[src/rtl/pc_pkg.sv]
// Shared definitions for the program-counter sequencer.
//   pc_state_t            : sequencer FSM states (BOOT / RUN / HOLD)
//   STEP_FULL, STEP_HALF  : PC increments for 32-bit and 16-bit instructions
//   DEFAULT_*_VECTOR      : default reset and trap addresses
package pc_pkg;

  typedef enum logic [1:0] {
    ST_BOOT = 2'd0,
    ST_RUN  = 2'd1,
    ST_HOLD = 2'd2
  } pc_state_t;

  localparam int unsigned STEP_FULL = 4;
  localparam int unsigned STEP_HALF = 2;

  localparam logic [31:0] DEFAULT_RESET_VECTOR = 32'h0000_0000;
  localparam logic [31:0] DEFAULT_TRAP_VECTOR  = 32'h0000_0100;

endpackage

[src/rtl/pc_step_adder.sv]
// Sequential-address adder: sum = base + 2 (half_step) or base + 4,
// wrapping modulo 2^XLEN.
// Ports:
//   base      in  XLEN  current PC
//   half_step in  1     add 2 instead of 4
//   sum       out XLEN  next sequential PC
module pc_step_adder
  import pc_pkg::*;
#(
  parameter int XLEN = 32
) (
  input  logic [XLEN-1:0] base,
  input  logic            half_step,
  output logic [XLEN-1:0] sum
);

  assign sum = base + (half_step ? XLEN'(STEP_HALF) : XLEN'(STEP_FULL));

endmodule

[src/rtl/pc_sequencer.sv]
// Program-counter sequencer for the fetch stage. Holds the PC, steps it
// by 4 (or 2 for compressed instructions when ENABLE_C), and applies
// trap, branch and pending redirects with fixed priority.
// Ports:
//   clock, reset   rising-edge clock, synchronous active-high reset
//   stall          hazard unit holds the PC
//   fetchReady     instruction memory accepts the current PC
//   isCompressed   current instruction is 16-bit (ignored unless ENABLE_C)
//   branchTaken    redirect request, branchTarget valid with it
//   trap           trap request
//   pc, pcValid    current fetch address and its valid flag
//   pcNextSeq      pc + step, combinational link value
//   misaligned     one-cycle pulse when a misaligned target was rejected
//
// state | meaning
// BOOT  | first cycle after reset, pc not yet valid
// RUN   | normal fetch, pc advances or takes redirects
// HOLD  | redirect latched in pending register, waiting for an advance
module pc_sequencer
  import pc_pkg::*;
#(
  parameter int              XLEN         = 32,
  parameter logic [XLEN-1:0] RESET_VECTOR = XLEN'(DEFAULT_RESET_VECTOR),
  parameter logic [XLEN-1:0] TRAP_VECTOR  = XLEN'(DEFAULT_TRAP_VECTOR),
  parameter bit              ENABLE_C     = 1'b0
) (
  input  logic            clock,
  input  logic            reset,
  input  logic            stall,
  input  logic            fetchReady,
  input  logic            isCompressed,
  input  logic            branchTaken,
  input  logic [XLEN-1:0] branchTarget,
  input  logic            trap,
  output logic [XLEN-1:0] pc,
  output logic            pcValid,
  output logic [XLEN-1:0] pcNextSeq,
  output logic            misaligned
);

  pc_state_t       state_q, state_d;
  logic [XLEN-1:0] pc_q, pc_d;
  logic [XLEN-1:0] pending_q, pending_d;
  logic            mis_q, mis_d;
  logic [XLEN-1:0] seq_pc;
  logic            half_step;
  logic            advance;
  logic            target_misaligned;

  assign half_step = ENABLE_C && isCompressed;

  pc_step_adder #(.XLEN(XLEN)) u_step_adder (
    .base      (pc_q),
    .half_step (half_step),
    .sum       (seq_pc)
  );

  assign pcValid = (state_q != ST_BOOT);
  assign advance = pcValid && fetchReady && !stall;

  // Without compressed support targets must be word aligned.
  assign target_misaligned = branchTarget[0] || (!ENABLE_C && branchTarget[1]);

  always_comb begin
    state_d   = state_q;
    pc_d      = pc_q;
    pending_d = pending_q;
    mis_d     = 1'b0;
    case (state_q)
      ST_BOOT: begin
        // Branches cannot originate before the first fetch; traps can.
        state_d = ST_RUN;
        if (trap) pc_d = TRAP_VECTOR;
      end
      default: begin
        if (trap) begin
          pc_d      = TRAP_VECTOR;
          pending_d = '0;
          state_d   = ST_RUN;
        end else if (branchTaken && target_misaligned) begin
          pc_d      = TRAP_VECTOR;
          pending_d = '0;
          mis_d     = 1'b1;
          state_d   = ST_RUN;
        end else if (branchTaken) begin
          // Newest redirect wins, even over one already pending.
          if (advance) begin
            pc_d    = branchTarget;
            state_d = ST_RUN;
          end else begin
            pending_d = branchTarget;
            state_d   = ST_HOLD;
          end
        end else if (state_q == ST_HOLD) begin
          if (advance) begin
            pc_d    = pending_q;
            state_d = ST_RUN;
          end
        end else if (advance) begin
          pc_d = seq_pc;
        end
      end
    endcase
  end

  always_ff @(posedge clock) begin
    if (reset) begin
      state_q   <= ST_BOOT;
      pc_q      <= RESET_VECTOR;
      pending_q <= '0;
      mis_q     <= 1'b0;
    end else begin
      state_q   <= state_d;
      pc_q      <= pc_d;
      pending_q <= pending_d;
      mis_q     <= mis_d;
    end
  end

  assign pc         = pc_q;
  assign pcNextSeq  = seq_pc;
  assign misaligned = mis_q;

endmodule

[config.mk]
export PLATFORM = sky130hd
export DESIGN_NAME = pc_sequencer
export DESIGN_NICKNAME = d
export VERILOG_FILES = /design/src/rtl/pc_pkg.sv /design/src/rtl/pc_step_adder.sv /design/src/rtl/pc_sequencer.sv
export SDC_FILE = /design/constraint.sdc
export NUM_CORES = 1
export LEC_CHECK = 0
export ABC_AREA = 1
export BUFFER_PORTS_ARGS = -buffer_cell sky130_fd_sc_hd__clkbuf_2
export CORE_ASPECT_RATIO = 0.75
export CORE_UTILIZATION = 30
export CTS_BUF_LIST = sky130_fd_sc_hd__clkbuf_4 sky130_fd_sc_hd__clkbuf_8 sky130_fd_sc_hd__clkbuf_16
export CTS_CLUSTER_DIAMETER = 30
export DETAILED_ROUTE_END_ITERATION = 10
export REMOVE_ABC_BUFFERS = 1
export SLEW_MARGIN = 10
export SYNTH_ARGS = -nofsm -noshare
export SYNTH_HDL_FRONTEND = slang
export SYNTH_SLANG_ARGS = --single-unit
export TNS_END_PERCENT = 30
[constraint.sdc]
create_clock -name clock -period 4.3 [get_ports clock]
set_input_delay 0.645 -clock clock [delete_from_list [all_inputs] [get_ports clock]]
set_output_delay 0.645 -clock clock [all_outputs]
set_load 0.02 [all_outputs]
# --- Word level (Yosys, flattened, before mapping) ---
# Cells that the tools add are included.
word_totals:
  ff_bits: 67
  elab_cells: 50
  in_bits: 39
  output_inout_bits: 66
op_classes:
  bitwise: 1
  muxes: 21
  n_addsub: 1
  eq_ne: 3
  reduce_logical: 19
ops:
  columns: ["op", "n"]
  rows:
  - ["32-bit two-way mux", 13]
  - ["32-bit by 3-bit adder with 32-bit output, second input constant", 1]
  - ["5-bit nonzero test", 2]
  - ["2-bit two-way mux", 4]
  - ["2-bit AND reduction", 3]
  - ["2-bit nonzero test", 3]
  - ["3-bit nonzero test", 2]
  - ["1-bit two-way mux", 4]
  - ["4-bit OR reduction", 1]
  - ["1-bit logical AND", 3]
  - ["3-bit by 2-bit inequality test with 1-bit output, second input constant", 1]
  - ["3-bit AND reduction", 1]
  - ["3-bit OR reduction", 1]
  - ["2-bit == test, second input constant", 1]
  - ["2-bit zero test", 1]
  - ["2-bit inequality test, second input constant", 1]
  - ["1-bit zero test", 1]
  - ["1-bit logical OR", 1]
  - ["1-bit inverter", 1]

# --- Logic depth before layout (Yosys ltp) ---
# Gate-level depths: netlist of the first run.
logic_depth:
  word_depth: 9
  ltp_mapped: 11
  ltp_nobuf: 11

# --- By module ---
# From an unflattened synthesis of the first run, not the netlist that was laid out.
unflattened:
  cells_unflattened: 812
  area_unflattened_um2: 4780.8
modules_own_cells:
  columns: ["module", "cells_each", "n_inst", "area_each_um2", "seq_area_each_um2"]
  rows:
  - ["pc_sequencer", 626, 1, 3849.9, 1341.3]
  - ["pc_step_adder", 186, 1, 930.9, 0.0]

# --- Worst setup path after synthesis of the first run ---
# No wires, ideal clock.
synth_timing:
  path_kind: "register to output"
  from: "register pc_q[2] (netlist: pc[2])"
  to: "output port pcNextSeq[21]"
  required_time_ns: 3.655
  arrival_time_ns: 1.557
  setup_slack_ns: 2.098
  path_buffers: 0
  path_stages_with_launch: 9
  path_cell_list: "dfxtp_1 -> inv_1 -> nor2_2 -> nand2_1 -> nor2_2 -> nand2_1 -> nand2_1 -> nand2_1 -> inv_1"
synth_via:
  elab_chain_len: 1
synth_rtl:
  columns: ["element", "line", "rtl"]
  rows:
  - ["start, declared", "pc_sequencer.sv:42", "logic [XLEN-1:0] pc_q, pc_d;"]
  - ["start signal, assigned", "pc_sequencer.sv:114", "pc_q <= pc_d;"]
  - ["32-bit by 3-bit adder with 32-bit output", "pc_step_adder.sv:17", "assign sum = base + (half_step ? XLEN'(STEP_HALF) : XLEN'(STEP_FULL));"]
  - ["end, declared", "pc_sequencer.sv:37", "output logic [XLEN-1:0] pcNextSeq,"]
# No other way between the ends.

# --- Worst setup path after layout of the first run ---
layout_timing:
  from: "register pc_q[2] (netlist: pc[2])"
  to: "output port pcNextSeq[22]"
# Same word-level chain as after synthesis.

==> flow_summary.rst, run 1 <==
.. list-table::
   :header-rows: 1

   * - Metric
     - Value
   * - Run status
     - finished with violations
   * - Failing checks
     - DRC
   * - Synth Cell Area
     - 4173 µm²
   * - DR WL/cell
     - 14.11 µm
   * - R2R setup slack
     - 1.84 ns
   * - Post-route DRC
     - 10
   * - Die area
     - 14390 µm²
   * - Most common cell after layout, fill and taps aside
     - nand2_1
   * - Ant. Diodes
     - 0
   * - Initial standard-cell utilization of the core
     - 31.40%
   * - Largest area contributor in the synthesized netlist
     - dfxtp_1
   * - Total power of the final layout
     - 1.627 mW
   * - Hold Path Cell Cnt
     - 2
   * - Post-placement cell area
     - 4747 µm²
   * - Clock insertion delay at the later pin of the skew report
     - 0.34 ns
   * - Number of placement rows
     - 36
   * - Cell count after placement
     - 939
   * - Setup skew after layout
     - 0.005117 ns
   * - Critical path peak fanout
     - 6
   * - Final setup violation count
     - 0
   * - Data arrival time of the critical path
     - 2.16 ns
   * - DRT antenna net count
     - 0
   * - Number of maximum-capacitance violations
     - 0
   * - Smallest setup slack after layout
     - 1.497 ns
   * - Type of the tightest min-delay check
     - reg2reg
   * - Number of H-tree branching levels
     - 3
   * - Clk pin slew, worst setup/hold paths
     - 0.06 ns
   * - Required time at the worst-slack endpoint
     - 3.65 ns
   * - Summed negative setup slack over all endpoints
     - 0 ns
   * - Maximum clock insertion buffer count
     - 2
   * - First-pass GRT wire length
     - 22200 µm
   * - Final critical-path required period
     - 2.803 ns
   * - Worst-margin pin slew
     - 1.147 ns
   * - Worst Setup End Kind
     - output pin
   * - Layout area overhead
     - 21.29%
   * - Power Dens Cells
     - 321.5 nW/µm²
   * - Count of distinct cell types in the synthesized netlist
     - 31
   * - Weighted congestion at the end of routability-driven global placement
     - 0.8446
   * - Total grt overflow
     - 0
   * - Share of the yosys chip area belonging to registers
     - 32.14%
   * - Cts bufs inserted
     - 9
   * - Pins Over Slew Limit
     - 0
   * - Core Footprint
     - 13290 µm²
   * - Post-CTS setup buffer count
     - 0
   * - Critical R2R Capture
     - pending_q[17]
   * - Top-level I/O count
     - 105
   * - Wire length after detailed routing
     - 13480 µm
   * - DIE HEIGHT
     - 104.1 µm
   * - Fin crit share
     - 65.19%
   * - Number of warning messages in the yosys log
     - 0
   * - Iteration-0 DRC count of the detailed router
     - 350
   * - Fraction of post-synthesis cell area in the top cell type by area
     - 32.14%
   * - Upper clock frequency limit
     - 356.7 MHz
   * - Worst reg2reg startpoint
     - state_q[1]
   * - X dimension of the die
     - 138.2 µm
   * - Static leakage
     - 2.204 nW
   * - Vias/cell
     - 4.736
   * - Hold EP
     - pending_q[0]
   * - Total routing usage reported by global routing
     - 19.79%
   * - Average cell area after synthesis
     - 5.995 µm²
   * - Final HPWL DP
     - 9447 µm
   * - First drt pass iteration count
     - 8
   * - Number of hold violations in the final report
     - 0
   * - Count of buffers from port buffering
     - 103
   * - Cell at the root of the clock tree
     - clkbuf_16
   * - Most frequent cells in the layout
     - nand2_1 (234), clkbuf_2 (103), nor2_1 (98)
   * - HP Start
     - pending_q[0]
   * - Setup repair after global routing missed its margin
     - false
   * - Hold slack
     - 0.4473 ns
   * - Number of synthesized register bits
     - 67
   * - Net total in the final layout
     - 820
   * - R2R cell count
     - 9
   * - Kind of start point of the critical path
     - flop
   * - Type of the worst setup path
     - reg2out
   * - Cell area after layout
     - 5061 µm²
   * - Top area cells in the synthesized netlist
     - dfxtp_1 (32%), nand2_1 (21%), nand3_1 (9.4%), nor2_1 (8.8%), a21oi_1 (7.7%)
   * - Synthesized instance count
     - 696
   * - Worst slack after detailed placement
     - 1.216 ns
   * - Post-route core utilization
     - 38.09%
   * - Pin count of the biggest net entering global routing
     - 59
   * - Total via count in the routed design
     - 4523
   * - Vias in the first global route
     - 4146
   * - Antenna violations before repair
     - 0
   * - PostCTS Resize Cnt
     - 0
   * - Slew margin rel.
     - 23.44%
   * - CTS Sinks
     - 67
   * - Final instance count without filler cells
     - 955
   * - CTS tree
     - yes
   * - Number of buffers inserted for hold repair after clock tree synthesis
     - 0
   * - Maximum resistive drop on vdd
     - 0.1927 mV
   * - Fraction of final layout cells with drive strength greater than 1
     - 17.35%
## per-layer routing
metal | up-vias | global-route usage (%) | share of wire (%)
met5 | - | 0 | 0
met2 | 140 | 29.59 | 41
met3 | 16 | 4.374 | 7.1
met1 | 1992 | 28.20 | 50
met4 | 0 | 5.698 | 1.3
li1 | 2375 | - | -
## worst max-delay path by stage
stage | start | endpoint | slack [ns] | depth (start not counted)
global placement | branchTarget[0] | pending_q[5] | 1.21 | 11
detailed placement | branchTarget[0] | pending_q[17] | 1.22 | 11
finish | pc[2] | pcNextSeq[22] | 1.50 | 10
global route | pc[2] | pcNextSeq[22] | 1.18 | 10
CTS | pc[2] | pcNextSeq[22] | 1.47 | 10
floorplan | branchTaken | pending_q[10] | 1.50 | 10
## flip-flops by register name, indices dropped and copies added, names as in the netlist
name,cells
pending_q,32
pc,32
state_q,2
misaligned,1
## critical path, cell delays in order, from the launching register on
cell and delay [ns]:
dfxtp_1 0.43, ha_1 0.25, inv_1 0.05, nor2_1 0.21
nand2_1 0.21, nor2_1 0.24, nand2_1 0.07, nand2_1 0.08
nand2_1 0.07, inv_1 0.05, clkbuf_2 0.15
## synth_stat cells, drive strengths merged
cell type	instances
nand2	237
nor2	103
nand3	78
dfxtp	67
a21oi	64
inv	54
buf	20
o21ai	19
clkbuf	15
and2	14
o21bai	6
xnor2	4
xor2	4
ha	2
nor3	2
o211ai	2
a31oi	1
a41oi	1
bufinv	1
nand3b	1
nand4	1
## area by class of cell
type                       count  area, µm²
fill                        1486       8227
multi-input combinational    539       2426
sequential                    67       1341
timing repair buffer         107      545.5
clock buffer                  12      266.5
inverter                      55      220.2
tap                          171      214.0
clock inverter                 4      47.55
## kinds of logic (layout without fill, tap and decap cells)
kind of cell	after synthesis	in the layout	share of synthesized area [%]
DFF	67	67	32.14
xor gates and xnor gates	8	8	1.679
buffers and inverters	90	178	9.715
and+or+nand+nor	436	436	44.11
adders and majority gates	2	2	0.5996
AOI/OAI and AO/OA	93	93	11.75
## power breakdown
part / switching [mW] / leakage (nW) / internal [mW] / total (mW)
sequential: 0.0149 / 0.543 / 0.638 / 0.652
clock: 0.285 / 0.155 / 0.494 / 0.780
combinational: 0.135 / 1.51 / 0.0599 / 0.195
(Power assumes the default switching activity.)
==> run 2: changes to the inputs <==
--- a/config.mk
+++ b/config.mk
@@ -5,7 +5,7 @@
 export SDC_FILE = /design/constraint.sdc
 export NUM_CORES = 1
 export LEC_CHECK = 0
-export ABC_AREA = 1
+export ABC_AREA = 0
 export BUFFER_PORTS_ARGS = -buffer_cell sky130_fd_sc_hd__clkbuf_2
 export CORE_ASPECT_RATIO = 0.75
 export CORE_UTILIZATION = 30
==> constraint.sdc (replaced) <==
create_clock -name clock -period 2.9 [get_ports clock]
set_input_delay 0.435 -clock clock [delete_from_list [all_inputs] [get_ports clock]]
set_output_delay 0.435 -clock clock [all_outputs]
set_load 0.02 [all_outputs]
==> run 2 against run 1 <==
Net effect: the flow now finishes without violations; synthesized cell count fell by 25%; via count shrank 1.5%; global-route usage up 2.0 points; sequential power grew 47%; utilization increased by 1.6 points; clock power is 32% higher; area after synthesis is 5.0% lower; final area fell by 1.4%; combinational power grew 34%; critical endpoint is now pcNextSeq[24]; highest routed layer unchanged.
==> flow_summary.rst, run 2 <==
.. list-table::
   :header-rows: 1

   * - Metric
     - Value
   * - Most instantiated flip-flop cell in the synthesis netlist
     - dfxtp_1 (unchanged)
   * - Internal portion of total power
     - 1.644 mW (was 1.192 mW)
   * - Fin crit share
     - 99.23%
   * - Setup skew after layout
     - 0.006174 ns (was 0.005117 ns)
   * - Fraction of power spent switching nets
     - 26.82% (was 26.77%)
   * - Pins Over Slew Limit
     - 0 (unchanged)
   * - Static leakage
     - 2.055 nW (was 2.204 nW)
   * - Kind of start point of the critical path
     - flop (unchanged)
   * - Final HPWL DP
     - 10660 µm (was 9447 µm)
   * - Die area
     - 13690 µm² (was 14390 µm²)
   * - Fraction of post-synthesis cell area in the top cell type by area
     - 33.83% (was 32.14%)
   * - Post-placement cell area
     - 4682 µm² (was 4747 µm²)
   * - Maximum resistive drop on vdd
     - 0.3334 mV (was 0.1927 mV)
   * - Setup repair after global routing missed its margin
     - true (was false)
   * - Wire length after detailed routing
     - 14610 µm (was 13480 µm)
   * - Sequential fraction of design power
     - 42.6% (was 40.1%)
   * - Upper clock frequency limit
     - 347.5 MHz
   * - Type of the tightest min-delay check
     - in2reg (was reg2reg)
   * - Maximum clock insertion buffer count
     - 2 (unchanged)
   * - Clock insertion delay at the later pin of the skew report
     - 0.33 ns (was 0.34 ns)
   * - Most frequent cells in the layout
     - clkbuf_2 (103), nand2_1 (75), dfxtp_1 (67) (was nand2_1 (234), clkbuf_2 (103), nor2_1 (98))
   * - Clock network power share
     - 45.8% (was 47.9%)
   * - Post-route core utilization
     - 39.70% (was 38.09%)
   * - Number of buffers inserted for hold repair after clock tree synthesis
     - 0 (unchanged)
   * - Count of distinct cell types in the synthesized netlist
     - 66 (was 31)
   * - Part of the total power dissipated in combinational logic
     - 11.7% (was 12.0%)
   * - Weighted congestion at the end of routability-driven global placement
     - 0.8518 (was 0.8446)
   * - HP Start
     - branchTarget[5] (was pending_q[0])
   * - Final critical-path required period
     - 2.878 ns
   * - CTS tree
     - yes (unchanged)
   * - Run status
     - finished clean (was finished with violations)
   * - Worst-margin pin slew
     - 0.7757 ns (was 1.147 ns)
   * - Synthesized-area fraction occupied by adder cells
     - 0.6311% (was 0.5997%)
   * - Number of maximum-capacitance violations
     - 0 (unchanged)
   * - Largest area contributor in the synthesized netlist
     - dfxtp_1 (unchanged)
   * - Cell count after placement
     - 769 (was 939)
   * - Worst reg2reg startpoint
     - pc[14] (was state_q[1])
   * - Total via count in the routed design
     - 4453 (was 4523)
   * - Ant. Diodes
     - 0 (unchanged)
   * - Initial standard-cell utilization of the core
     - 31.55% (was 31.40%)
   * - Fraction of registers with async set/reset
     - 0% (unchanged)
   * - Switch Pwr
     - 602.5 µW (was 435.5 µW)
   * - Total routing usage reported by global routing
     - 21.75% (was 19.79%)
   * - X dimension of the die
     - 134.8 µm (was 138.2 µm)
   * - Antenna violations before repair
     - 0 (unchanged)
   * - DRT antenna net count
     - 0 (unchanged)
   * - Hold Path Cell Cnt
     - 3 (was 2)
   * - Count of buffers from port buffering
     - 103 (unchanged)
   * - Most common cell after layout, fill and taps aside
     - clkbuf_2 (was nand2_1)
   * - Library cell with the highest instance count after synthesis
     - nand2_1 (unchanged)
   * - Number of placement rows
     - 35 (was 36)
   * - Synth Cell Area
     - 3965 µm² (was 4173 µm²)
   * - Core Footprint
     - 12570 µm² (was 13290 µm²)
   * - Data arrival time of the critical path
     - 2.44 ns (was 2.16 ns)
   * - Type of the worst setup path
     - reg2out (unchanged)
   * - Ranking of synthesized cells by instance count
     - nand2_1 (75), dfxtp_1 (67), nand3_1 (48) (was nand2_1 (234), nor2_1 (98), nand3_1 (78))
   * - Number of synthesized register bits
     - 67 (unchanged)
   * - Top-level I/O count
     - 105 (unchanged)
   * - First-pass GRT wire length
     - 22480 µm (was 22200 µm)
   * - Number of enable-type register cells in the synthesized netlist
     - 0 (unchanged)
   * - Number of hold violations in the final report
     - 0 (unchanged)
   * - Clk pin slew, worst setup/hold paths
     - 0.06 ns (about the same)
   * - Average cell area after synthesis
     - 7.625 µm² (was 5.995 µm²)
   * - Cell at the root of the clock tree
     - clkbuf_16 (unchanged)
   * - Post-route DRC
     - 0 (was 10)
   * - Final instance count without filler cells
     - 786 (was 955)
   * - Iteration-0 DRC count of the detailed router
     - 439 (was 350)
   * - DR WL/cell
     - 18.58 µm (was 14.11 µm)
   * - Post-synthesis compound-gate area fraction
     - 22.50% (was 11.75%)
   * - Number of warning messages in the yosys log
     - 0 (unchanged)
   * - First drt pass iteration count
     - 5 (was 8)
   * - Synthesized instance count
     - 520 (was 696)
   * - Layout area overhead
     - 25.84% (was 21.29%)
   * - Slew margin rel.
     - 48.29% (was 23.44%)
   * - Power Dens Cells
     - 450.2 nW/µm² (was 321.5 nW/µm²)
   * - Top area cells in the synthesized netlist
     - dfxtp_1 (34%), nand2_1 (7.1%), nand3_1 (6.1%), a21oi_1 (5.2%), xnor2_1 (4.6%) (was dfxtp_1 (32%), nand2_1 (21%), nand3_1 (9.4%), nor2_1 (8.8%), a21oi_1 (7.7%))
   * - Share of the yosys chip area belonging to registers
     - 33.83% (was 32.14%)
   * - R2R setup slack
     - 0.67 ns (was 1.84 ns)
   * - DIE HEIGHT
     - 101.6 µm (was 104.1 µm)
   * - Number of fillers in the final layout
     - 1293 (was 1486)
   * - Vias in the first global route
     - 4035 (was 4146)
   * - Fraction of final layout cells with drive strength greater than 1
     - 26.77% (was 17.35%)
   * - Vias/cell
     - 5.665 (was 4.736)
   * - Required time at the worst-slack endpoint
     - 2.47 ns (was 3.65 ns)
   * - Final setup violation count
     - 0 (unchanged)
   * - Critical R2R Capture
     - pc[24] (was pending_q[17])
   * - Area share of and/or/nand/nor cells after synthesis
     - 29.13% (was 44.11%)
   * - Number of H-tree branching levels
     - 3 (unchanged)
   * - Portion of netlist area occupied by mux cells
     - 1.294% (was 0%)
   * - Hold EP
     - pending_q[5] (was pending_q[0])
   * - Dominant combinational cell family by area after synthesis
     - simple AND/OR/NAND/NOR gates (unchanged)
   * - Cell area after layout
     - 4990 µm² (was 5061 µm²)
   * - Total power of the final layout
     - 2.246 mW (was 1.627 mW)
   * - CTS Sinks
     - 67 (unchanged)
   * - Total grt overflow
     - 0 (unchanged)
   * - Pin count of the biggest net entering global routing
     - 40 (was 59)
   * - Critical path peak fanout
     - 6 (unchanged)
   * - Cts bufs inserted
     - 9 (unchanged)
   * - R2R cell count
     - 5 (was 9)
   * - Net total in the final layout
     - 656 (was 820)
   * - Xor and xnor fraction of the mapped netlist area
     - 6.153% (was 1.679%)
   * - Worst Setup End Kind
     - output pin (unchanged)
-- run 2: per-layer routing --
metal / track usage, % / share of wire [%]
met5: 0 / 0
met4: 7.779 / 1.4
met3: 4.705 / 9.4
met2: 32.71 / 44
met1: 30.50 / 45
-- run 2: worst max-delay path by stage --
stage / from / to / slack [ns]
2_1_floorplan: fetchReady / pending_q[10] / 0.25
3_3_place_gp: pc[5] / pcNextSeq[27] / 0.36
3_5_place_dp: pc[5] / pcNextSeq[27] / 0.34
4_1_cts: pc[5] / pcNextSeq[27] / -0.02
5_1_grt: pc[14] / pcNextSeq[24] / -0.05
6_report: pc[14] / pcNextSeq[24] / 0.02
-- run 2: per-stage QoR --
stage          TNS [ns]  hold WS (ns)  setup WS [ns]
2_1_floorplan         0        0.4207         0.2495
3_3_place_gp          0        0.4344         0.3551
4_1_cts        -0.03040        0.3485       -0.02383
5_1_grt        -0.07368        0.3570       -0.05005
3_5_place_dp          0        0.4387         0.3402
6_report              0        0.3572        0.02235
-- run 2: cell type report --
| cell class | instances | area [µm²] | share of cell area, % |
|---|---|---|---|
| Multi-Input combinational cell | 393 | 2397 | 48.04 |
| Sequential cell | 67 | 1341 | 26.88 |
| Timing Repair Buffer | 128 | 703.2 | 14.09 |
| Clock buffer | 11 | 252.7 | 5.065 |
| Tap cell | 166 | 207.7 | 4.162 |
| Inverter | 16 | 60.06 | 1.204 |
| Clock inverter | 5 | 27.53 | 0.5517 |
-- run 2: kinds of logic after synthesis --
logic type      after synthesis
compound gates              136
xor+xnor                     27
fa+ha+maj                     2
buf+inv                      60
flops                        67
mux                           5
simple gates                223
-- run 2: worst max-delay path: stages (launching register included) --
cell	delay, ns
dfxtp_1	0.50
nand4_1	0.30
or3_4	0.47
or3_4	0.42
xnor2_2	0.19
clkbuf_2	0.21
-- run 2: power by group through the flow --
stage | logic (mW) | registers, mW | clock network [mW]
after floorplan | 0.116 | 0.977 | 0
after detailed placement | 0.260 | 0.976 | 0
after global routing | 0.285 | 0.958 | 1.08
after CTS | 0.260 | 0.956 | 1.04
after global placement | 0.254 | 0.975 | 0
final | 0.262 | 0.956 | 1.03
-- run 2: timing repair --
item | CTS | global route
buffers inserted | 0 | 1
resized for setup | 0 | 4
pin swaps | 1 | 1
endpoints found under the setup margin | 2 | 14
hold endpoints to repair | 0 | 0
==> run 3: changes to the inputs <==
--- a/config.mk
+++ b/config.mk
@@ -8,6 +8,7 @@
 export ABC_AREA = 0
 export BUFFER_PORTS_ARGS = -buffer_cell sky130_fd_sc_hd__clkbuf_2
 export CORE_ASPECT_RATIO = 0.75
+export CORE_MARGIN = 4
 export CORE_UTILIZATION = 30
 export CTS_BUF_LIST = sky130_fd_sc_hd__clkbuf_4 sky130_fd_sc_hd__clkbuf_8 sky130_fd_sc_hd__clkbuf_16
 export CTS_CLUSTER_DIAMETER = 30
==> constraint.sdc (replaced) <==
create_clock -name clock -period 2.9 [get_ports clock]
set_input_delay 0.435 -clock clock [delete_from_list [all_inputs] [get_ports clock]]
set_output_delay 0.435 -clock clock [all_outputs]
set_load 0.01 [all_outputs]
==> run 3 against run 2 <==
Net effect: register-to-register slack worse by 0.02 ns; clock power grew 5%; clock skew fell by 0.0028 ns; final area decreased by 0.18%.
==> flow_summary.rst, run 3 (synthesized netlist as in run 2, its figures left out) <==
.. list-table::
   :header-rows: 1

   * - Metric
     - Value
   * - Run status
     - finished clean (unchanged)
   * - Summed negative setup slack over all endpoints
     - 0 ns (unchanged)
   * - DIE HEIGHT
     - 107.6 µm (was 101.6 µm)
   * - Number of H-tree branching levels
     - 3 (unchanged)
   * - Number of buffers inserted for hold repair after clock tree synthesis
     - 0 (unchanged)
   * - Final HPWL DP
     - 10900 µm (was 10660 µm)
   * - Power Dens Cells
     - 459.2 nW/µm² (was 450.2 nW/µm²)
   * - Cell count after placement
     - 773 (was 769)
   * - Pin count of the biggest net entering global routing
     - 33 (was 40)
   * - Type of the tightest min-delay check
     - in2reg (unchanged)
   * - Clk pin slew, worst setup/hold paths
     - 0.05 ns (was 0.06 ns)
   * - Most frequent cells in the layout
     - clkbuf_2 (103), nand2_1 (75), dfxtp_1 (67) (unchanged)
   * - Global Route met2 Usage
     - 29.03% (was 32.71%)
   * - Layout area overhead
     - 25.62% (was 25.84%)
   * - Cell at the root of the clock tree
     - clkbuf_16 (unchanged)
   * - Top delay family on crit path
     - simple AND/OR/NAND/NOR gates (unchanged)
   * - Setup skew after layout
     - 0.003378 ns (was 0.006174 ns)
   * - Total via count in the routed design
     - 4403 (was 4453)
   * - Type of the worst setup path
     - reg2out (unchanged)
   * - First drt pass iteration count
     - 6 (was 5)
   * - Hold Path Cell Cnt
     - 3 (unchanged)
   * - HP Start
     - branchTarget[27] (was branchTarget[5])
   * - Kind of start point of the critical path
     - flop (unchanged)
   * - Critical R2R Capture
     - pc[24] (unchanged)
   * - Number of placement rows
     - 36 (was 35)
   * - Hold slack
     - 0.3508 ns (was 0.3572 ns)
   * - Initial standard-cell utilization of the core
     - 30.57% (was 31.55%)
   * - Worst-margin pin slew
     - 1.079 ns (was 0.7757 ns)
   * - Data arrival time of the critical path
     - 2.43 ns (was 2.44 ns)
   * - Maximum clock insertion buffer count
     - 2 (unchanged)
   * - Routing layer with the top usage in global route
     - met2 (unchanged)
   * - R2R setup slack
     - 0.65 ns (was 0.67 ns)
   * - Post-CTS setup buffer count
     - 0 (unchanged)
   * - Net total in the final layout
     - 654 (was 656)
   * - CTS Sinks
     - 67 (unchanged)
   * - Top-level I/O count
     - 105 (unchanged)
   * - Number of hold violations in the final report
     - 0 (unchanged)
   * - Worst reg2reg startpoint
     - pc[13] (was pc[14])
   * - Fraction of final layout cells with drive strength greater than 1
     - 26.05% (was 26.77%)
   * - Upper clock frequency limit
     - 349.5 MHz (was 347.5 MHz)
   * - Setup repair after global routing missed its margin
     - true (unchanged)
   * - Vias in the first global route
     - 4123 (was 4035)
   * - Static leakage
     - 2.043 nW (was 2.055 nW)
   * - Final instance count without filler cells
     - 789 (was 786)
   * - X dimension of the die
     - 140.8 µm (was 134.8 µm)
   * - Final critical-path required period
     - 2.861 ns (was 2.878 ns)
   * - Clock insertion delay at the later pin of the skew report
     - 0.33 ns (about the same)
   * - Core Footprint
     - 12970 µm² (was 12570 µm²)
   * - Cts bufs inserted
     - 9 (unchanged)
   * - Hold EP
     - pending_q[27] (was pending_q[5])
   * - PostCTS Resize Cnt
     - 0 (unchanged)
   * - Wire length after detailed routing
     - 14790 µm (was 14610 µm)
   * - Worst Setup End Kind
     - output pin (unchanged)
   * - Cell-by-cell trace of the critical path
     - nand4_1 -> or3_1 -> or3_4 -> xnor2_2 -> clkbuf_2 (was nand4_1 -> or3_4 -> or3_4 -> xnor2_2 -> clkbuf_2)
   * - GR Util met1
     - 26.95% (was 30.50%)
   * - Die area
     - 15140 µm² (was 13690 µm²)
   * - Post-route DRC
     - 0 (unchanged)
   * - Total grt overflow
     - 0 (unchanged)
   * - CTS tree
     - yes (unchanged)
   * - First-pass GRT wire length
     - 22730 µm (was 22480 µm)
   * - Final setup violation count
     - 0 (unchanged)
   * - DRT antenna net count
     - 0 (unchanged)
   * - Buffers plus inverters on the worst setup path
     - 1 (unchanged)
   * - Total routing usage reported by global routing
     - 19.08% (was 21.75%)
   * - Vias/cell
     - 5.580 (was 5.665)
   * - Most common cell after layout, fill and taps aside
     - clkbuf_2 (unchanged)
   * - Critical path peak fanout
     - 6 (unchanged)
   * - Slew margin rel.
     - 27.83% (was 48.29%)
   * - Required time at the worst-slack endpoint
     - 2.47 ns (about the same)
   * - Weighted congestion at the end of routability-driven global placement
     - 0.9057 (was 0.8518)
   * - CP max stage cell
     - or3_1 (was dfxtp_1)
   * - Iteration-0 DRC count of the detailed router
     - 446 (was 439)
   * - Antenna violations before repair
     - 0 (unchanged)
   * - Maximum resistive drop on vdd
     - 0.2521 mV (was 0.3334 mV)
   * - Fin crit share
     - 98.67% (was 99.23%)
   * - Slowest Stage Delay on Critical Path
     - 0.54 ns (was 0.50 ns)
   * - Number of maximum-capacitance violations
     - 0 (unchanged)
   * - Count of buffers from port buffering
     - 103 (unchanged)
   * - Global-route track usage on met3
     - 4.307% (was 4.705%)
   * - Ant. Diodes
     - 0 (unchanged)
   * - Pins Over Slew Limit
     - 0 (unchanged)
   * - R2R cell count
     - 5 (unchanged)
   * - DR WL/cell
     - 18.75 µm (was 18.58 µm)
[run 3: cell type report]
cell class / instances / area (µm²)
Fill cell: 1375 / 7991
Multi-Input combinational cell: 393 / 2377
Sequential cell: 67 / 1341
Timing Repair Buffer: 126 / 688.2
Clock buffer: 15 / 295.3
Tap cell: 171 / 214.0
Inverter: 16 / 60.06
Clock inverter: 1 / 5.005
[run 3: per-layer routing]
layer / vias to the layer above / wire length [µm]
li1: 2076 / -
met1: 2084 / 6618
met2: 219 / 6576
met3: 24 / 1301
met4: 0 / 295
met5: - / 0
[run 3: worst max-delay path by stage]
stage	from	endpoint	slack, ns	cells after the start
after floorplan	fetchReady	pending_q[10]	0.25	5
after global placement	pc[13]	pcNextSeq[24]	0.49	5
after detailed placement	pc[13]	pcNextSeq[24]	0.44	5
after CTS	pc[13]	pcNextSeq[24]	0.07	5
after global routing	pc[21]	pcNextSeq[28]	-0.09	5
final	pc[13]	pcNextSeq[24]	0.04	5
[run 3: worst reg2reg max path, stage by stage, from the launching register on]
cell	delay, ns
dfxtp_1	0.48
nand4_1	0.25
or3_1	0.54
or3_4	0.46
xnor2_2	0.16
a211o_1	0.26
[run 3: where the power goes]
group / leakage, nW / internal [mW] / switching (mW)
Sequential: 0.542 / 0.940 / 0.0169
Combinational: 1.35 / 0.0842 / 0.169
Clock: 0.153 / 0.690 / 0.388
Total: 2.04 / 1.71 / 0.573
[run 3: through the flow]
step | setup slack (ns) | total power [mW] | util, % | area, µm²
2_1_floorplan | 0.2495 | 1.086 | - | 3769
5_1_grt | -0.08894 | 2.373 | 38.40 | 4981
4_1_cts | 0.07476 | 2.306 | 38.40 | 4981
6_report | 0.03865 | 2.287 | 38.40 | 4981
3_5_place_dp | 0.4371 | 1.225 | 36.08 | 4681
3_3_place_gp | 0.4861 | 1.220 | 36.08 | 4681
